--- config.mk ---
export PLATFORM = sky130hd
export DESIGN_NAME = clkdiv_n
export DESIGN_NICKNAME = d
export VERILOG_FILES = /design/src/rtl/clkdiv_n.sv
export SDC_FILE = /design/constraint.sdc
export NUM_CORES = 1
export LEC_CHECK = 0
export ABC_AREA = 0
export ABC_CLOCK_PERIOD_IN_PS = 4200
export CELL_PAD_IN_SITES_DETAIL_PLACEMENT = 0
export CELL_PAD_IN_SITES_GLOBAL_PLACEMENT = 1
export CORE_UTILIZATION = 44
export DETAILED_ROUTE_END_ITERATION = 7
export GPL_TIMING_DRIVEN = 0
export PLACE_DENSITY = 0.84
export SYNTH_ARGS = -nofsm -noshare
export SYNTH_HDL_FRONTEND = slang
export SYNTH_SLANG_ARGS = --single-unit
--- constraint.sdc ---
create_clock -name CLK -period 4.2 [get_ports CLK]
set_input_delay 0.84 -clock CLK [delete_from_list [all_inputs] [get_ports CLK]]
set_output_delay 0.84 -clock CLK [all_outputs]
set_load 0.1 [all_outputs]
--- src/rtl/clkdiv_n.sv ---
// Programmable clock divider: Y divides CLK by a runtime ratio with glitch-free ratio, polarity and enable changes.
// Outputs are registered one CLK edge after the inputs are sampled; there is no backpressure.
module clkdiv_n #(
  parameter int WIDTH   = 4,
  parameter int RST_DIV = 2
) (
  input  logic             CLK,
  input  logic             R,
  input  logic             EN,
  input  logic             INV,
  input  logic [WIDTH-1:0] DIV,
  input  logic             LD,
  output logic             Y,
  output logic             TICK,
  output logic             ACT
);

  typedef enum logic [1:0] {
    IDLE = 2'd0,
    RUN  = 2'd1,
    STOP = 2'd2
  } state_t;

  localparam logic [WIDTH-1:0] RST_NA = WIDTH'(RST_DIV);
  localparam logic [WIDTH-1:0] MIN_NA = WIDTH'(2);
  localparam logic [WIDTH-1:0] ONE    = WIDTH'(1);

  state_t           state, state_nxt;
  logic [WIDTH-1:0] cnt, cnt_nxt;
  logic [WIDTH-1:0] na, na_nxt;
  logic [WIDTH-1:0] np, np_nxt;
  logic             pf, pf_nxt;
  logic             iq, iq_nxt;
  logic             y_nxt, tick_nxt, act_nxt;
  logic             boundary, apply;
  logic [WIDTH-1:0] div_legal;
  logic [WIDTH:0]   half;
  logic             phase;

  assign boundary  = (state != IDLE) && (cnt == na - ONE);
  assign div_legal = (DIV < MIN_NA) ? MIN_NA : DIV;
  // Ratio and polarity only move while idle or on the last cycle of a period,
  // so every pulse on Y is a whole half-period of some ratio.
  assign apply     = (state == IDLE) || boundary;

  always_comb begin
    state_nxt = state;
    cnt_nxt   = cnt;
    na_nxt    = na;
    np_nxt    = np;
    pf_nxt    = pf;
    iq_nxt    = iq;

    case (state)
      IDLE: begin
        cnt_nxt = '0;
        if (EN) state_nxt = RUN;
      end
      RUN: begin
        cnt_nxt = boundary ? '0 : cnt + ONE;
        if (!EN) state_nxt = STOP;
      end
      STOP: begin
        cnt_nxt = boundary ? '0 : cnt + ONE;
        if (EN) state_nxt = RUN;
        else if (boundary) state_nxt = IDLE;
      end
      default: begin
        state_nxt = IDLE;
        cnt_nxt   = '0;
      end
    endcase

    if (apply) begin
      if (pf) na_nxt = np;
      pf_nxt = 1'b0;
      iq_nxt = INV;
    end

    // A load on the applying cycle lands in NP after the old NP was consumed.
    if (LD) begin
      np_nxt = div_legal;
      pf_nxt = 1'b1;
    end

    half     = ({1'b0, na_nxt} + (WIDTH+1)'(1)) >> 1;
    phase    = ({1'b0, cnt_nxt} < half);
    act_nxt  = (state_nxt != IDLE);
    y_nxt    = act_nxt ? (phase ^ iq_nxt) : iq_nxt;
    tick_nxt = act_nxt && (cnt_nxt == na_nxt - ONE);
  end

  always_ff @(posedge CLK or posedge R) begin
    if (R) begin
      state <= IDLE;
      cnt   <= '0;
      na    <= RST_NA;
      np    <= RST_NA;
      pf    <= 1'b0;
      iq    <= 1'b0;
      Y     <= 1'b0;
      TICK  <= 1'b0;
      ACT   <= 1'b0;
    end else begin
      state <= state_nxt;
      cnt   <= cnt_nxt;
      na    <= na_nxt;
      np    <= np_nxt;
      pf    <= pf_nxt;
      iq    <= iq_nxt;
      Y     <= y_nxt;
      TICK  <= tick_nxt;
      ACT   <= act_nxt;
    end
  end

endmodule
==> out/qor.txt <==
Min-delay worst type -> reg -> reg
Avg Synthesized Cell Area -> 10.0 um2
Wirelength per Cell -> 13.6 um
# rows -> 19
DRT Pass-1 Iters -> 4
Outcome -> finished clean
Clock slew at reported path FFs -> 110 ps
Worst slew pin tran -> 961 ps
GRT Util Overall -> 0.183
Final wirelength -> 2380 um
FF-to-FF Start -> na[1]
Stages on worst setup path -> 14
Synthesized area -> 1310 um2
Cts hold-fix bufs -> 0
Setup total negative slack -> 0 ps
Compound-gate portion of the synthesized area -> 0.193
Initial antenna violation count -> 0
Synth Area in Simple Gates -> 0.132
Largest family of logic cells by synthesized area -> compound AO/OA/AOI/OAI gates
Max stage delay cell, worst path -> dfstp_2
Cell Chain, Critical Path -> inv_1 > ha_1 > xor2_1 > and2_4 > a31oi_4 > or2b_2 > mux2i_1 > ha_1 > nand2_1 > nand2_1 > a41oi_1 > nor3_1 > o211ai_1 > xnor2_1
Worst Skew -> 8.70 ps
Routed met2 length -> 1180 um
Post-route DRC -> 0
Antenna cells -> 0
Ys Warns -> 0
Hold depth -> 1
# fillers -> 259
Final worst-path cycle share -> 0.784
DIE WIDTH -> 56.5 um
Num CTS Buffers -> 3
Final hold viol count -> 0
Worst setup EP type -> flop
DR iter-0 viols -> 13
RSZ-0062 raised after global routing -> false
Layout area overhead -> 12.6%
Cells after synthesis -> 130
DP HPWL -> 1930 um
DR vias -> 949
Crit. Startpoint -> na[1]
DR WL met3 -> 72 um
Post-synth EDFFs -> 0
CTS tree -> done
Slew HR -> 0.358
Initial core utilization -> 0.470
Number of global-route vias before repair -> 991
Post-CTS resize count -> 0
Highest routed layer -> met4
Port Buf Inserts -> 10
Max_cap viols -> 0
Fin crit period -> 3290 ps
Routed Antenna Nets -> 0
Worst skew pair latency -> 300 ps
R2R Setup Slk -> 910 ps
Critical path arrival -> 3530 ps
First-pass GRT wire length -> 4490 um
Crit Path Max Fanout -> 7
Via/cell ratio -> 5.42
Ys flop type -> dfrtp_1
Clk root buf -> clkbuf_4
Slowest stage delay, CP -> 590 ps
# setup viols final -> 0
Met1 Wirelength -> 1110 um
Gpl congestion -> 0.774
Multi-input gate area -> 761 um2
Mux contribution to synthesized area -> 0.0441
Worst path bufs/invs -> 1
Required @ worst endpoint -> 4430 ps
R2R depth -> 14
Post-CTS Setup Inserts -> 0
Achievable frequency -> 0.304 GHz
CP startpoint kind -> flop
Share of layout cells above drive strength 1 -> 0.146
Seq/Total Area, Yosys -> 0.366
CTS H-tree depth -> 1
Clock tree buffer depth -> 2
Final Max Slew Viols -> 0
Overflow after GRT -> 0
CP delay by family, top -> simple AND/OR/NAND/NOR gates
Die height -> 56.5 um
Core Region -> 2780 um2
Synth async-reset ratio -> 1.00
Clock sinks -> 19
Mapped Nets -> 149
Reg area -> 478 um2
Cell variety after synth -> 39
Die ar. -> 3190 um2
IO Pins -> 12
Register bit total from synthesis -> 19
Pin count of the biggest net entering global routing -> 20
HP Start -> iq
Post-Synth XOR/XNOR Area -> 0.117
Final nets -> 164
Adder-Cell Fraction of Synth Area -> 0.0958
Crit Path Class -> reg -> reg
==> final cells by class <==
| type | count | area share |
|---|---|---|
| inverters | 14 | 0.0357 |
| multi-input cells | 95 | 0.517 |
| repair buffers | 10 | 0.0680 |
| plain buffers | 2 | 0.0102 |
| flip-flops and latches | 19 | 0.325 |
| well taps | 31 | 0.0264 |
| clock buffers | 4 | 0.0179 |
==> state kept, by name, summed over array words and instances, names as in the netlist <==
register / cells
TICK: 1
cnt: 4
ACT: 1
state: 2
iq: 1
np: 4
Y: 1
pf: 1
na: 4
==> layer usage <==
| metal | vias up | GRT usage |
|---|---|---|
| li1 | 484 | - |
| met3 | 4 | 0.0415 |
| met1 | 447 | 0.233 |
| met2 | 14 | 0.308 |
| met4 | 0 | 0.0523 |
| met5 | - | 0 |
==> cells in the mapped netlist (all sizes together) (2+ instances only) <==
| library cell | n | share of area |
|---|---|---|
| a21oi | 7 | 0.027 |
| dfrtp | 17 | 0.33 |
| o311ai | 4 | 0.040 |
| o31ai | 3 | 0.025 |
| o211ai | 2 | 0.011 |
| xor2 | 6 | 0.046 |
| nand3 | 3 | 0.011 |
| dfstp | 2 | 0.040 |
| xnor2 | 8 | 0.054 |
| mux2 | 3 | 0.029 |
| a41oi | 2 | 0.013 |
| nand2 | 9 | 0.026 |
| mux2i | 2 | 0.015 |
| nor3 | 2 | 0.011 |
| o21ai | 10 | 0.038 |
| inv | 14 | 0.040 |
| a31oi | 3 | 0.026 |
| nor2 | 11 | 0.034 |
| ha | 10 | 0.096 |
==> logic make-up (layout without fill, tap and decap cells) <==
| logic type | count (synthesis) | count (layout) |
|---|---|---|
| AOI/OAI and AO/OA | 33 | 33 |
| and+or+nand+nor | 32 | 32 |
| DFF | 19 | 19 |
| buffers and inverters | 16 | 30 |
| xor gates and xnor gates | 15 | 15 |
| adders and majority gates | 10 | 10 |
| muxes | 5 | 5 |
==> final timing paths <==
kind,endpoint
setup / recovery,Y
hold / removal,iq
setup reg to reg,Y
hold reg to reg,iq
max in group asynchronous,na[3]
min in group asynchronous,iq
==> through the flow <==
step	utilization	hold slack (ps)	instances	worst slack (ps)	area, um2
3_3_place_gp	0.520	499	171	934	1450
3_5_place_dp	0.520	502	171	900	1450
5_1_grt	0.529	562	175	634	1470
2_1_floorplan	-	483	130	1220	1310
4_1_cts	0.529	533	175	880	1470
6_report	0.529	525	175	905	1470
==> cells in the final DEF, fill, tap and decap left out, types with 2 or more instances in the layout <==
| cell | synthesis | layout |
|---|---|---|
| ha_1 | 10 | 10 |
| inv_1 | 13 | 13 |
| xor2_1 | 5 | 5 |
| clkdlybuf4s50_1 | 0 | 10 |
| nor2_1 | 10 | 10 |
| clkbuf_4 | 0 | 3 |
| mux2_2 | 2 | 2 |
| o31ai_2 | 2 | 2 |
| clkbuf_1 | 1 | 2 |
| o311ai_0 | 3 | 3 |
| a21oi_1 | 7 | 7 |
| dfstp_2 | 2 | 2 |
| o21ai_0 | 10 | 10 |
| xnor2_1 | 8 | 8 |
| a31oi_1 | 2 | 2 |
| a41oi_1 | 2 | 2 |
| dfrtp_1 | 17 | 17 |
| nand2_1 | 9 | 9 |
| mux2i_1 | 2 | 2 |
| o211ai_1 | 2 | 2 |
| nand3_1 | 3 | 3 |
Power is left out: the tool's default activity adds up to more than one toggle a clock period on the data nets, which glitch-free logic cannot reach.
